**src/rtl/serial_receiver_n_bits_pkg.sv**
```systemverilog
// Shared types and constants for the N-bit serial frame receiver.
// Holds the FSM state encoding and the legal WIDTH range.
package serial_receiver_n_bits_pkg;

    localparam int WIDTH_MIN = 2;
    localparam int WIDTH_MAX = 64;

    typedef enum logic {
        ST_IDLE = 1'b0,
        ST_RECV = 1'b1
    } state_t;

endpackage

```
**src/rtl/serial_receiver_n_bits.sv**
```systemverilog
// MSB-first serial frame receiver with a one-deep output holding register,
// valid/ready handoff and a sticky overrun flag.
//
// state   | meaning
// --------+-------------------------------------------------------------
// ST_IDLE | waiting for START; ENABLE and IN are ignored
// ST_RECV | shifting in bits on ENABLE strobes until WIDTH bits are seen
module serial_receiver_n_bits
    import serial_receiver_n_bits_pkg::*;
#(
    parameter int WIDTH = 16
) (
    input  logic             CLK,
    input  logic             RESET_N,
    input  logic             ENABLE,
    input  logic             START,
    input  logic             IN,
    input  logic             READY,
    input  logic             CLEAR,
    output logic [WIDTH-1:0] DATA,
    output logic             VALID,
    output logic             BUSY,
    output logic             OVERRUN
);

    localparam int CW = $clog2(WIDTH + 1);
    // The last bit never lands in the shift register: on the completing
    // strobe it goes straight into the holding register with the rest.
    localparam int SW = WIDTH - 1;

    if (WIDTH < WIDTH_MIN || WIDTH > WIDTH_MAX) begin : g_bad_width
        $error("serial_receiver_n_bits: WIDTH out of legal range");
    end

    state_t           state_q, state_d;
    logic [CW-1:0]    cnt_q, cnt_d;
    logic [SW-1:0]    sh_q, sh_d;
    logic [WIDTH-1:0] data_q, data_d;
    logic             valid_q, valid_d;
    logic             ovr_q, ovr_d;

    logic             complete;
    logic             ovr_set;
    logic [WIDTH-1:0] word;

    assign word = {sh_q, IN};

    always_ff @(posedge CLK or negedge RESET_N) begin
        if (!RESET_N) begin
            state_q <= ST_IDLE;
            cnt_q   <= '0;
            sh_q    <= '0;
            data_q  <= '0;
            valid_q <= 1'b0;
            ovr_q   <= 1'b0;
        end else begin
            state_q <= state_d;
            cnt_q   <= cnt_d;
            sh_q    <= sh_d;
            data_q  <= data_d;
            valid_q <= valid_d;
            ovr_q   <= ovr_d;
        end
    end

    // START wins over everything, including a completion on the same edge.
    always_comb begin
        state_d  = state_q;
        cnt_d    = cnt_q;
        sh_d     = sh_q;
        complete = 1'b0;

        if (START) begin
            state_d = ST_RECV;
            if (ENABLE) begin
                sh_d  = SW'(word);
                cnt_d = CW'(1);
            end else begin
                cnt_d = '0;
            end
        end else if (state_q == ST_RECV && ENABLE) begin
            if (cnt_q == CW'(WIDTH - 1)) begin
                complete = 1'b1;
                state_d  = ST_IDLE;
                cnt_d    = '0;
            end else begin
                sh_d  = SW'(word);
                cnt_d = cnt_q + CW'(1);
            end
        end
    end

    // Output holding register: a new word is only accepted if the slot is
    // empty or being drained on this very edge; otherwise it is dropped.
    always_comb begin
        data_d  = data_q;
        valid_d = valid_q;
        ovr_set = 1'b0;

        if (complete) begin
            if (!valid_q || READY) begin
                data_d  = word;
                valid_d = 1'b1;
            end else begin
                ovr_set = 1'b1;
            end
        end else if (valid_q && READY) begin
            valid_d = 1'b0;
        end

        if (ovr_set) begin
            ovr_d = 1'b1;
        end else if (CLEAR) begin
            ovr_d = 1'b0;
        end else begin
            ovr_d = ovr_q;
        end
    end

    assign DATA    = data_q;
    assign VALID   = valid_q;
    assign BUSY    = (state_q == ST_RECV);
    assign OVERRUN = ovr_q;

endmodule

```
**config.mk**
```make
export PLATFORM = sky130hd
export DESIGN_NAME = serial_receiver_n_bits
export DESIGN_NICKNAME = d
export VERILOG_FILES = /design/src/rtl/serial_receiver_n_bits_pkg.sv /design/src/rtl/serial_receiver_n_bits.sv
export SDC_FILE = /design/constraint.sdc
export NUM_CORES = 1
export LEC_CHECK = 0
export CAP_MARGIN = 10
export CORE_ASPECT_RATIO = 0.9
export CORE_MARGIN = 2
export CORE_UTILIZATION = 52
export CTS_CLUSTER_DIAMETER = 100
export CTS_CLUSTER_SIZE = 12
export DETAILED_ROUTE_END_ITERATION = 10
export PLACE_DENSITY = 0.79
export SKIP_CTS_REPAIR_TIMING = 1
export SLEW_MARGIN = 10
export SYNTH_ARGS = -nofsm -noshare
export SYNTH_HDL_FRONTEND = slang
export SYNTH_SLANG_ARGS = --single-unit
```
**constraint.sdc**
```tcl
create_clock -name CLK -period 2.6 [get_ports CLK]
set_clock_uncertainty 0.2 [all_clocks]
set_input_delay 0.26 -clock CLK [delete_from_list [all_inputs] [get_ports CLK]]
set_output_delay 0.26 -clock CLK [all_outputs]
set_load 0.03 [all_outputs]
```
---- Word level (Yosys, flattened, before mapping) ----
Cells that the tools add are included.
W data, S select, Z words.
cells by class
  add/subtract/negate cells ............... 1
  equality and inequality tests ........... 4
  mux-type cells .......................... 21
  reduce and logical (&&, ||, !) cells .... 12
operators with widths
  kind                   number
  $mux W15               4
  $mux W5                3
  $mux W1                14
  $reduce_bool A2 Y1     4
  $reduce_and A2 Y1      3
  $add A5 B1 Y5 const B  1
  $eq A5 B4 Y1 const B   1
  $ne A2 B2 Y1 const B   2
  $reduce_and A3 Y1      1
  $logic_and A1 B1 Y1    2
  $ne A2 B1 Y1 const B   1
  $logic_not A1 Y1       1
  $logic_or A1 B1 Y1     1
storage, ports and cells
  register bits ........................... 39
  input port bits ......................... 7
  output and inout bits ................... 19
  word-level logic and storage cells ...... 44

---- Longest topological paths before layout ----
  word-level depth ........................ 6
  gate-level depth with buffers ........... 5
  depth with buffers taken out ............ 4

---- Least setup slack after synthesis ----
No wires, ideal clock.
  kind .................................... register to register
  from .................................... register cnt_q[0]
  to ...................................... register sh_q[10]
  arrival time ............................ 1774 ps
  required time ........................... 2275 ps
  slack ................................... 501 ps
  stages on the path, launching flop included .. 6
  buffers on the path ..................... 1
  period minus slack after synthesis ...... 2099 ps
  cells stage by stage .................... dfrtp_1 > ha_1 > and4b_2 > o31ai_4 > buf_4 > mux2_2
between the ends
  cells in the longest elaborated chain, start to end .. 3
ends and longest elaborated chain
  item                         line                          text
  start: declaration           serial_receiver_n_bits.sv:36  logic [CW-1:0] cnt_q, cnt_d;
  start signal: assignment     serial_receiver_n_bits.sv:58  cnt_q <= cnt_d;
  $eq A5 B4 Y1                 serial_receiver_n_bits.sv:82  if (cnt_q == CW'(WIDTH - 1)) begin
  $ne A2 B2 Y1 (no line)       -
  $reduce_and A3 Y1 (no line)  -
  end signal: assignment       serial_receiver_n_bits.sv:52  sh_q <= '0;
  end signal: assignment       serial_receiver_n_bits.sv:59  sh_q <= sh_d;
  end: declaration             serial_receiver_n_bits.sv:37  logic [SW-1:0] sh_q, sh_d;
Every way passes these cells.
A chain may end at the register's enable or synchronous reset.

---- Worst setup path after layout ----
  from .................................... register cnt_q[0]
  to ...................................... register sh_q[3]
Same word-level chain as after synthesis.

==> qor.yml <==
area_growth_pct: 24.0
avgSynthCellArea_um2: 15.3
power_density_nw_per_um2: 684
place_ws_ns: 0.245
first_global_vias: 982
setup_violations: 0
syn-cell-area_um2: 1590
num_vias: 939
leakagePower_nw: 0.915
ir_worst_vdd_mv: 0.443
hp-class: "in2reg"
status: "completed"
fin_ws_ns: 0.248
synth_top_area_cell: "dfrtp_1"
synth-main-ff-cell: "dfrtp_1"
wl_per_cell_um: 13.7
die_y_um: 56.4
crit_type: "reg2reg"
grt_overflow: 0
period_share_pct: 90.5
hpwl_um: 1710
gp_congestion: 0.732
slew_headroom_pct: 46.0
max_slew.worst_pin.slew_ns: 0.810
nets: 145
h-tree-depth: 2
path_max_fanout: 15
max-cap-violations: 0
cts_buffers: 5
yosysTopAreaCellShare_pct: 61.5
fillers: 227
synth_fp_nets: 112
power_mw: 1.35
root_buffer: "clkbuf_4"
core_area_um2: 2970
synth-edff-count: 0
fin_crit_ns: 2.35
final_cell_area_um2: 1970
port_buffers: 25
layout-drive-gt1-share_pct: 34.8
grt_start_max_net_pins: 40
hold_viol_final: 0
grtUsageTotal_pct: 16.8
initialDrtViolationCount: 30
fin_setup_tns_ns: 0
antenna_found_initial: 0
wl_um: 2470
endpoint_kind: "flip-flop"
grt_pass1_wl_um: 4520
clock_sinks: 39
synth_cell_types: 25
syn_inst: 104
cts_tree: "done"
yosys.cell_count.top_type: "dfrtp_1"
via_per_inst: 5.22
clock_latency_ns: 0.34
rows: 19
dpl_cell_area_um2: 1880
io_pins: 26
fmax_mhz: 425
die_area_um2: 3510
ant_nets: 0
worstPathArrival_ns: 2.37
crit_path_start_kind: "flip-flop"
cts_buffer_depth: 2
async_flop_share_pct: 100
drc: 0
ys_ff_latch: 39
crit_required_ns: 2.62
rsz0062_at_grt: "false"
yosys-top-cells-area: "dfrtp_1, mux2_2, nand2_1"
path_clk_slew_ns: 0.12
synth_warnings: 0
synthTopCellsByCount: "dfrtp_1, mux2_2, nand2_1, nand3_1"
antenna_cells: 0
seq_area_frac_synth_pct: 61.5
drv_slew: 0
first_pass_iters: 4
register_area_um2: 976
start_util_pct: 53.4
multi_input_area_um2: 578
die_x_um: 62.2
## worst max-delay path, stage by stage, from the launching register on
cell     delay, ns
dfrtp_1       0.43
ha_1          0.27
and4b_2       0.28
o31ai_4       0.64
mux2_2        0.41
## layer usage
metal | track usage, % | up-vias | routed length, um
met5 | 0 | - | 0
met4 | 5.40 | 0 | 41
met3 | 7.21 | 7 | 119
met2 | 26.6 | 20 | 1160
met1 | 21.2 | 472 | 1150
li1 | - | 440 | -
## per-stage QoR
step,hold slack (ns),util (%),instances
global placement,0.197,63.2,171
finish,0.301,66.3,180
CTS,-0.181,65.9,179
detailed placement,0.210,63.2,171
floorplan,-0.236,-,104
global route,0.294,66.3,180
## cells in the final DEF, fill, tap and decap left out, types with 2 or more instances in the layout
master / n
nand3_1: 3
nor2_1: 2
mux2_2: 31
dfrtp_1: 39
clkbuf_4: 5
nand2_1: 8
clkdlybuf4s50_1: 24
buf_4: 3
## worst paths after layout
kind,end,slack [ns],start,depth (start not counted)
max reg2reg,sh_q[3],0.25,cnt_q[0],4
min in group asynchronous,DATA[11],0.34,RESET_N,2
min,OVERRUN,0.30,CLEAR,2
max,sh_q[3],0.25,cnt_q[0],4
min reg2reg,DATA[0],0.32,DATA[0],1
max in group asynchronous,cnt_q[4],1.34,RESET_N,2
## logic make-up after synthesis
family,Yosys count,share of synthesized area [%]
buffers and inverters,4,2.13
XOR/XNOR,1,0.552
AND/OR/NAND/NOR,22,9.69
adder cells (fa/ha/maj),1,0.788
flip-flops,39,61.5
multiplexers,31,22.0
AO/OA/AOI/OAI,6,3.39
## registers in the layout, summed over array words and instances (netlist names)
name	flops
OVERRUN	1
cnt_q	5
VALID	1
BUSY	1
DATA	16
sh_q	15
## report_power, final
group	internal, mW	switching (mW)	leakage, nW
combinational	0.102	0.0566	0.363
clock	0.202	0.197	0.0452
sequential	0.712	0.0766	0.507
total	1.02	0.330	0.915
## layout make-up
cell class,instances,area share [%]
clock inverter,3,2.22
inverter,1,0.191
tap,42,2.67
clock buffer,5,1.91
timing repair buffer,29,14.1
multi-input combinational,61,29.4
sequential,39,49.6
(Power assumes the default switching activity.)
